<file path="src/rtl/core_control_pkg.sv">
// core_control_pkg: pipe-control state encodings shared by the controller and program counter
package core_control_pkg;
    localparam logic STATE_HALT    = 1'b0;
    localparam logic STATE_EXECUTE = 1'b1;

    localparam logic [1:0] CTRL_HALT  = 2'd0;
    localparam logic [1:0] CTRL_RUN   = 2'd1;
    localparam logic [1:0] CTRL_STEP  = 2'd2;
    localparam logic [1:0] CTRL_DRAIN = 2'd3;
endpackage

</file>
<file path="src/rtl/retire_counter.sv">
// retire_counter: wrapping retired-instruction counter; clear overrides a same-cycle increment
module retire_counter #(
    parameter int WIDTH = 32
) (
    input  logic             clk,
    input  logic             rst_n,
    input  logic             clear,
    input  logic             inc,
    output logic [WIDTH-1:0] count
);
    logic [WIDTH-1:0] count_q, count_d;

    always_comb count_d = clear ? '0 : (inc ? count_q + WIDTH'(1) : count_q);

    always_ff @(posedge clk or negedge rst_n)
        if (!rst_n) count_q <= '0;
        else        count_q <= count_d;

    assign count = count_q;
endmodule

</file>
<file path="src/rtl/core_pipe_controller.sv">
// core_pipe_controller: run/halt/single-step sequencing of the two-stage pipe plus retired-instruction count
module core_pipe_controller
    import core_control_pkg::*;
#(
    parameter bit RESET_RUN     = 1'b0,
    parameter int INSTRET_WIDTH = 32
) (
    input  logic                     clk,
    input  logic                     rst_n,
    input  logic                     management_run,
    input  logic                     management_halt,
    input  logic                     management_step,
    input  logic                     management_clearInstret,
    input  logic                     fetch_busy,
    input  logic                     memory_busy,
    input  logic                     pipe1_hazard,
    input  logic                     pipe1_isEBREAK,
    input  logic                     haltOnEbreak,
    output logic                     state,
    output logic                     progressPipe,
    output logic                     stepPipe,
    output logic                     stallPipe,
    output logic                     halted,
    output logic                     instructionRetired,
    output logic [INSTRET_WIDTH-1:0] instretCount
);
    localparam logic [1:0] RESET_STATE = RESET_RUN ? CTRL_RUN : CTRL_HALT;

    logic [1:0] fsm_q, fsm_d;
    logic       busy, active, retire;

    assign busy               = fetch_busy | memory_busy;
    assign active             = (fsm_q == CTRL_RUN) || (fsm_q == CTRL_STEP);
    assign stepPipe           = active & ~busy;
    assign stallPipe          = active & pipe1_hazard;
    assign retire             = stepPipe & ~stallPipe;
    assign instructionRetired = retire;
    assign halted             = fsm_q == CTRL_HALT;
    assign progressPipe       = ~halted;
    assign state              = halted ? STATE_HALT : STATE_EXECUTE;

    // DRAIN lets outstanding memory traffic finish before reporting HALT
    always_comb begin
        fsm_d = fsm_q;
        case (fsm_q)
            CTRL_HALT: fsm_d = management_step ? CTRL_STEP : (management_run ? CTRL_RUN : CTRL_HALT);
            CTRL_RUN:  fsm_d = (management_halt || (retire && pipe1_isEBREAK && haltOnEbreak)) ? CTRL_DRAIN : CTRL_RUN;
            CTRL_STEP: fsm_d = (management_halt || retire) ? CTRL_DRAIN : CTRL_STEP;
            default:   fsm_d = busy ? CTRL_DRAIN : CTRL_HALT;
        endcase
    end

    always_ff @(posedge clk or negedge rst_n)
        if (!rst_n) fsm_q <= RESET_STATE;
        else        fsm_q <= fsm_d;

    retire_counter #(.WIDTH(INSTRET_WIDTH)) u_instret (
        .clk   (clk),
        .rst_n (rst_n),
        .clear (management_clearInstret),
        .inc   (retire),
        .count (instretCount)
    );
endmodule

</file>
<file path="config.mk">
export PLATFORM = sky130hd
export DESIGN_NAME = core_pipe_controller
export DESIGN_NICKNAME = d
export VERILOG_FILES = /design/src/rtl/core_control_pkg.sv /design/src/rtl/retire_counter.sv /design/src/rtl/core_pipe_controller.sv
export SDC_FILE = /design/constraint.sdc
export NUM_CORES = 1
export LEC_CHECK = 0
export ABC_CLOCK_PERIOD_IN_PS = 3070
export CORE_MARGIN = 3
export CORE_UTILIZATION = 49
export DETAILED_ROUTE_END_ITERATION = 12
export HOLD_SLACK_MARGIN = 0.1
export PLACE_DENSITY_LB_ADDON = 0.25
export REMOVE_ABC_BUFFERS = 1
export SYNTH_ARGS = -nofsm -noshare
export SYNTH_HDL_FRONTEND = slang
export SYNTH_SLANG_ARGS = --single-unit
</file>
<file path="constraint.sdc">
create_clock -name clk -period 3.07 [get_ports clk]
set_clock_uncertainty 0.1 [all_clocks]
set_input_delay 0.614 -clock clk [delete_from_list [all_inputs] [get_ports clk]]
set_output_delay 0.614 -clock clk [all_outputs]
set_load 0.02 [all_outputs]
</file>
==> parameters.txt <==
Parameter                              Value

Clock network
  Clock tree buffer depth    2
  Sinks on Clock Net    34
  Maximum level of the CTS H-tree    2
  Number of hold buffers added after cts    0
  CTS buffer count    5
  # Post-CTS Setup Buffers    0
  Latest clock arrival within the worst-skew pair    0.30 ns
  CTS tree    done
  Cell at the root of the clock tree    sky130_fd_sc_hd__clkbuf_8
  Clock transition time at the flip-flop clock pins of the worst setup and hold paths    0.07 ns

Worst setup path
  Largest fanout of any net on the critical path    14
  Class of the most critical setup path    input port to flop
  Cell with the largest stage delay on the worst path    sky130_fd_sc_hd__or4b_1
  Max incr delay on CP    0.58 ns
  Critical-path cell list    clkdlybuf4s50_1, or4b_1, or4_1, buf_4, or4_1, a21oi_1
  Endpoint arrival time on the critical path    2.97 ns
  Data required time of the critical path    3.19 ns
  Top cell by count, worst path    sky130_fd_sc_hd__or4_1
  Critical path startpoint category    input port
  Critical Path End Type    flop

Job
  Maximum capacitance violations    0

Placement
  DP Cell Count    309
  DP Wirelength    3.22 mm
  I/O Buffers    48
  Area after DPL    0.00250 mm2
  Worst slack, placed    -0.0792 ns
  Final weighted congestion in routability-driven placement    0.846

Hold path
  Classification of the worst-slack hold path    flop to flop

Drt
  Routed wirelength normalized by instance count    14.3 um
  DRC violation count after routing    0
  Detailed-route via count    1,787
  Drt pass-1 iters    4
  Post-detailed-route count of antenna-violating nets    0
  Number of DRC violations after detailed-routing iteration 0    165
  Post-detailed-route via-to-cell ratio    5.64
  DRT Wirelength    4.53 mm

STA
  Slack of the critical path    0.224 ns
  Measured slew at the worst slew-check pin    0.729 ns
  Final slew viol count    0
  Time the worst path needs with I/O delays and setup    2.85 ns
  Hold Vio Cnt, Final    0
  Final setup violating endpoints    0
  Worst hold margin    0.470 ns
  Headroom to the max-slew limit    51.2%
  Unrepaired setup endpoints after global routing    false
  Setup Total Neg Slack    0 ns
  Ratio of final minimum period to clock period    92.7%
  Highest Clock Rate    351 MHz

Finish
  Final Instance Count excl. Fillers    317
  Fin nets    284
  Proportion of layout cells with a drive suffix above 1    11.2%
  Growth of design area from synthesis to finish    38.1%
  Commonest non-fill, non-tap cells in the layout    sky130_fd_sc_hd__clkdlybuf4s50_1, sky130_fd_sc_hd__dfrtp_1, sky130_fd_sc_hd__a21oi_1
  Summed area of non-filler cells in the final layout    0.00265 mm2
  Post-route core utilization    71.3%
  # fillers    298
  Commonest non-fill, non-tap cell in the layout    sky130_fd_sc_hd__clkdlybuf4s50_1
  FF+latch area    851 um2
  Antenna Diode Count    0
  Combined area of the multi-input logic cells    975 um2

Die
  Initial Utilization    51.6%
  Core Footprint    0.00372 mm2
  FP Rows    22
  Area of the die    0.00470 mm2
  Overall die height    68.6 um
  X dimension of the die    68.6 um
  IO Count    49

Pwr
  P per Cell Area    490 mW/mm2
  Power, Total    1.30 mW
  Static power due to leakage    1.08 nW
  Peak supply drop    443 uV

Yosys
  Share of synthesized area occupied by flip-flops and latches    44.4%
  Number of warnings reported in the yosys synthesis log    0
  Synth Cell Area    0.00192 mm2
  Count of distinct cell types in the synthesized netlist    38
  Register bit total from synthesis    34
  Mapped Cells    210
  Synthesized area per cell    9.13 um2

Outcome
  Result of the run    finished, final reports clean

Global route
  Total overflow reported by the global router    0
  Number of antenna violations at the first check in global routing    0
  First-pass GRT wire length    7.65 mm
  Maximum number of pins on one net before global-route repair    35
  Number of global-route vias before repair    1,701
  Total routing resource utilization after global routing    22.1%
## worst max-delay path, delay by kind of cell
family          cells  cell delay [ns]
simple gates        3             1.58
buf+inv             2             0.60
compound gates      1             0.17
## sequential cells by signal, indices dropped and copies added, names as in the netlist
name / count
u_instret.count: 32
fsm_q: 2
## path summary, 6_finish.rpt
kind | startpoint | end | slack, ns | cells past startpoint
worst max-delay path | pipe1_hazard | u_instret.count[29] | 0.22 | 6
worst min-delay path | u_instret.count[25] | u_instret.count[25] | 0.47 | 2
worst max register to register | fsm_q[0] | u_instret.count[29] | 0.29 | 7
worst min register to register | u_instret.count[25] | u_instret.count[25] | 0.47 | 2
max in group asynchronous | rst_n | u_instret.count[8] | 1.95 | 2
min in group asynchronous | rst_n | u_instret.count[13] | 0.62 | 2
## cells in the mapped netlist, drive strengths merged
library cell / count / area share, %
nand4b: 1 / 0.46
or4b: 1 / 0.52
nor3: 5 / 1.3
o21ai: 9 / 2.3
and2: 1 / 0.33
a31o: 2 / 0.91
nor4: 2 / 0.98
nand4: 13 / 4.2
or3b: 1 / 0.46
o31ai: 6 / 2.3
clkbuf: 5 / 0.98
dfrtp: 34 / 44
a21oi: 20 / 5.2
mux2: 6 / 3.5
and4: 4 / 1.8
or4: 9 / 3.5
nand3: 11 / 2.9
xnor2: 5 / 2.3
or3: 8 / 2.6
nor2: 18 / 3.5
a21o: 1 / 0.39
inv: 11 / 2.2
ha: 5 / 3.3
nand2: 13 / 2.5
a211o: 1 / 0.46
nand3b: 1 / 0.39
buf: 5 / 1.7
and3: 2 / 0.65
nor2b: 5 / 1.6
a22oi: 1 / 0.39
and3b: 1 / 0.46
xor2: 3 / 1.4
## layer usage
layer  up-vias  global-route usage, %  part of all wire, %
li1        882                      -                    -
met4         0                   7.69                  1.4
met3         9                   6.00                  6.0
met5         -                      0                    0
met2        58                   36.2                   48
met1       838                   27.8                   44
## power by group
| part | switching, mW | internal [mW] |
|---|---|---|
| Sequential | 0.0153 | 0.465 |
| Clock | 0.168 | 0.346 |
| Combinational | 0.158 | 0.147 |
| Total | 0.341 | 0.958 |
## cell type report
| type | instances | share of cell area, % |
|---|---|---|
| well taps | 48 | 2.27 |
| clock buffers | 6 | 3.12 |
| repair buffers | 61 | 21.9 |
| flip-flops and latches | 34 | 32.1 |
| multi-input cells | 155 | 36.8 |
| clock inverters | 2 | 2.27 |
| inverters | 11 | 1.56 |
## repair_timing
item | 4_1_cts | 5_1_grt
resized for setup | 1 | 1
pin swaps | 0 | 0
cloned | 0 | 0
endpoints found under the setup margin | 1 | 1
## cells by family after synthesis
group	Yosys count	share of synthesized area [%]
compound gates	40	12.1
xor+xnor	8	3.65
fa+ha+maj	5	3.26
buf+inv	21	4.83
flops	34	44.4
mux	6	3.52
simple gates	96	28.3
Power figures use the tool's default switching activity.
==> variant 1: new RTL, same flow settings <==
Put a register stage on the output `instretCount`, with the module's reset. The value now appears one clock later. The other outputs are not delayed to match.
--- a/src/rtl/core_pipe_controller.sv
+++ b/src/rtl/core_pipe_controller.sv
@@ -25,6 +25,8 @@
     output logic [INSTRET_WIDTH-1:0] instretCount
 );
     localparam logic [1:0] RESET_STATE = RESET_RUN ? CTRL_RUN : CTRL_HALT;
+
+    logic [INSTRET_WIDTH-1:0] instretCount_d;
 
     logic [1:0] fsm_q, fsm_d;
     logic       busy, active, retire;
@@ -59,7 +61,15 @@
         .rst_n (rst_n),
         .clear (management_clearInstret),
         .inc   (retire),
-        .count (instretCount)
+        .count (instretCount_d)
     );
+    always_ff @(posedge clk or negedge rst_n) begin
+        if (!rst_n) begin
+            instretCount <= '0;
+        end else begin
+            instretCount <= instretCount_d;
+        end
+    end
+
 endmodule
 
Function: changed (Yosys sat finds a counterexample within 4 cycles, from zero or initial values and one cycle with rst_n low).
==> variant 1 against the original RTL <==
Worst setup slack worse by 0.14 ns; critical path type is now input port to output port; largest power group is now registers; sequential cell count is 32 higher; synthesized area is 44% higher; total power is 41% higher; global-route usage is 3.4 points lower; cell area is 31% higher; count of clock-buffer cells in the layout is 6 higher; wire length is 21% higher.
==> variant 1: results <==
{
  "grt_usage_pct": 18.6,
  "fillerInstances": 423,
  "initialDrtViolationCount": 157,
  "grt_pass1_wl_mm": 9.28,
  "cts.sinks": 66,
  "synth_commonest_cells": "66 x dfrtp_1, 18 x a21oi_1, 17 x nor2_1",
  "clockBufferCount": 12,
  "synthTopCellsByArea": "dfrtp_1 60%, a21oi_1 3.3%, or4_1 2.7%",
  "cts_buffers": 9,
  "multi_input_cells": 158,
  "inverters": 5,
  "routedWlPerCell_um": 14.9,
  "status": "finished, final reports clean",
  "p_leak_uw": 0.00150,
  "cp.arrival_ns": 2.27,
  "dpl-instance-area_mm2": 0.00330,
  "num-nonclk-buffers": 54,
  "post_cts_resized": 0,
  "die_x_um": 81.0,
  "vias": 2057,
  "gp_congestion": 0.837,
  "grt_pass1_vias": 1988,
  "drive_gt1_share_pct": 10.4,
  "finish.net_count": 310,
  "h-tree-depth": 3,
  "yosysUniqueCellTypes": 36,
  "r2r_slack_ns": 0.48,
  "buffer_area_share_pct": 15.3,
  "hp-class": "input port to async pin"
}
[variant 1: changes by cell type after synthesis, sizes merged, moves of 3 or more]
cell	change
dfrtp	+32
and3	+6
nor3	-3
o31ai	+3
nor4	+3
inv	-7
nand3	+3
xor2	+3
[variant 1: metrics by stage]
step,power [uW],cells,hold slack (ns),util [%],setup WS (ns)
detailed placement,1220,353,0.287,62.7,0.0916
CTS,1850,368,0.233,65.9,0.0859
global placement,1220,353,0.284,62.7,0.0988
floorplan,1080,229,0.218,-,0.539
finish,1830,368,0.222,65.9,0.0874
global route,1930,368,0.255,65.9,0.0238
[variant 1: worst max path at each step]
stage | cells past startpoint | from | slack (ns) | to
finish | 4 | pipe1_hazard | 0.09 | instructionRetired
global route | 5 | fsm_q[0] | 0.02 | instructionRetired
CTS | 4 | pipe1_hazard | 0.09 | instructionRetired
detailed placement | 4 | pipe1_hazard | 0.09 | instructionRetired
global placement | 4 | pipe1_hazard | 0.1 | instructionRetired
floorplan | 7 | fsm_q[0] | 0.54 | u_instret.count[14]
[variant 1: cells by family after synthesis]
logic type      count (synthesis)  share of synthesized area (%)
simple gates                   98                           20.8
flops                          66                           59.9
compound gates                 42                           9.04
buf+inv                        16                           3.45
xor+xnor                        9                           2.86
fa+ha+maj                       5                           2.27
mux                             4                           1.63
[variant 1: routing by layer]
layer	GRT usage [%]	vias up	part of all wire (%)
met2	29.4	70	47
met3	6.54	10	6.7
met5	0	-	0
li1	-	989	-
met1	23.7	988	45
met4	6.93	0	1.3
[variant 1: power by group]
part / internal (uW) / switching [uW]
logic: 137 / 166
clock network: 328 / 296
registers: 889 / 15.4
total: 1350 / 478
[variant 1: critical path, stage by stage]
cell,delay [ns]
clkdlybuf4s50_1,0.42
or4b_4,0.57
clkinv_4,0.08
clkdlybuf4s50_1,0.59
==> variant 2: new RTL, same settings <==
Without the edit above. The parameter `INSTRET_WIDTH` goes from 32 to 24.
--- a/src/rtl/core_pipe_controller.sv
+++ b/src/rtl/core_pipe_controller.sv
@@ -3,7 +3,7 @@
     import core_control_pkg::*;
 #(
     parameter bit RESET_RUN     = 1'b0,
-    parameter int INSTRET_WIDTH = 32
+    parameter int INSTRET_WIDTH = 24
 ) (
     input  logic                     clk,
     input  logic                     rst_n,
Ports: changed (resized instretCount); port bits go from 49 to 41. No check against the original RTL was run, so the function may have changed too.
==> variant 2 against the original RTL <==
Count of clock-buffer cells in the layout is 2 lower; final cell count is 26% lower; global-route usage is 0.55 points higher; sequential cell count is 8 lower; total power is 36% lower; first-iteration DRC count is 65% lower; maximum frequency is 1.3% higher; worst setup slack better by 0.037 ns; cell area is 26% lower; wire length is 16% lower; synthesized area is 24% lower; largest power group is now registers; highest routed layer unchanged.
==> variant 2: results <==
{
  "cts_root_buffer": "clkbuf_4",
  "critPathMaxFanout": 4,
  "vias": 1407,
  "grt_pass1_wl_mm": 6.33,
  "routedWlPerCell_um": 16.3,
  "status": "finished, final reports clean",
  "max-vdd-ir-drop_mv": 0.345,
  "grt_usage_pct": 22.6,
  "finish.net_count": 220,
  "p_leak_uw": 0.000804,
  "io_buffers": 40,
  "synthTopCellsByArea": "dfrtp_1 44%, ha_1 4.3%, nor2_1 3.8%",
  "cts_buffers": 3,
  "cp.arrival_ns": 2.10,
  "synth_commonest_cells": "26 x dfrtp_1, 15 x nor2_1, 11 x a21oi_1, 11 x nand2_1",
  "postSynthAreaPerCell_um2": 9.26,
  "hp-class": "flip-flop to flip-flop",
  "grt_max_degree": 27,
  "routed_wl_mm": 3.82,
  "place_inst": 230,
  "initialDrtViolationCount": 58,
  "hpwl_mm": 2.78,
  "clk_pin_slew_ns": 0.15,
  "gp_congestion": 0.787,
  "tightest_slew_ns": 0.492,
  "h-tree-depth": 1
}
==> variant 2: cell types whose count changed in the layout (fill, tap and decap cells not counted), sizes merged, moves of 5 or more <==
cell           delta
a21oi             -9
dfrtp             -8
clkdlybuf4s50     -7
mux2              -5
nand4             -5
==> variant 2: cell families after synthesis <==
| logic type | after synthesis | synth area share (%) |
|---|---|---|
| and+or+nand+nor | 71 | 27.2 |
| AOI/OAI and AO/OA | 28 | 11.7 |
| muxes | 2 | 1.45 |
| adders and majority gates | 5 | 4.28 |
| DFF | 26 | 44.5 |
| xor gates and xnor gates | 11 | 6.59 |
| buffers and inverters | 15 | 4.28 |
==> variant 2: power by group through the flow <==
stage	Clock [uW]	Sequential [uW]	Combinational, uW
final	180	376	280
after global routing	196	378	308
after CTS	179	376	281
after detailed placement	0	382	280
after global placement	0	380	267
after floorplan	0	380	147
==> variant 2: layer usage <==
| layer | global-route usage, % | share of wire, % |
|---|---|---|
| met5 | 0 | 0 |
| met4 | 6.81 | 0.52 |
| met3 | 3.40 | 4.5 |
| met2 | 38.8 | 53 |
| met1 | 29.5 | 42 |
==> variant 2: stage by stage <==
stage / instance area, um2 / worst slack, ns / util [%] / total power, uW
global route: 1970 / 0.121 / 70.2 / 882
finish: 1970 / 0.261 / 70.2 / 837
detailed placement: 1930 / -0.0236 / 68.9 / 662
floorplan: 1430 / 0.354 / - / 528
CTS: 1970 / 0.271 / 70.2 / 835
global placement: 1930 / 0.00745 / 68.9 / 647
==> variant 2: final cells by class <==
class,count,area [um2]
sequential,26,651
clock buffer,4,36.3
tap,31,38.8
multi-input combinational,117,749
fill,249,837
inverter,7,26.3
timing repair buffer,49,467
==> variant 2: final timing paths <==
kind	cells past startpoint	start	end	slack [ns]
hold / removal	2	u_instret.count[23]	u_instret.count[23]	0.47
max in group asynchronous	2	rst_n	u_instret.count[0]	2.09
setup / recovery	4	memory_busy	instructionRetired	0.26
hold reg to reg	2	u_instret.count[23]	u_instret.count[23]	0.47
min in group asynchronous	2	rst_n	u_instret.count[22]	0.53
setup reg to reg	6	fsm_q[0]	u_instret.count[22]	0.31
==> variant 2: worst max-delay path, stage by stage <==
cell and delay [ns]:
clkdlybuf4s50_1 0.42, or4b_1 0.61, inv_1 0.11, dlygate4sd2_1 0.33
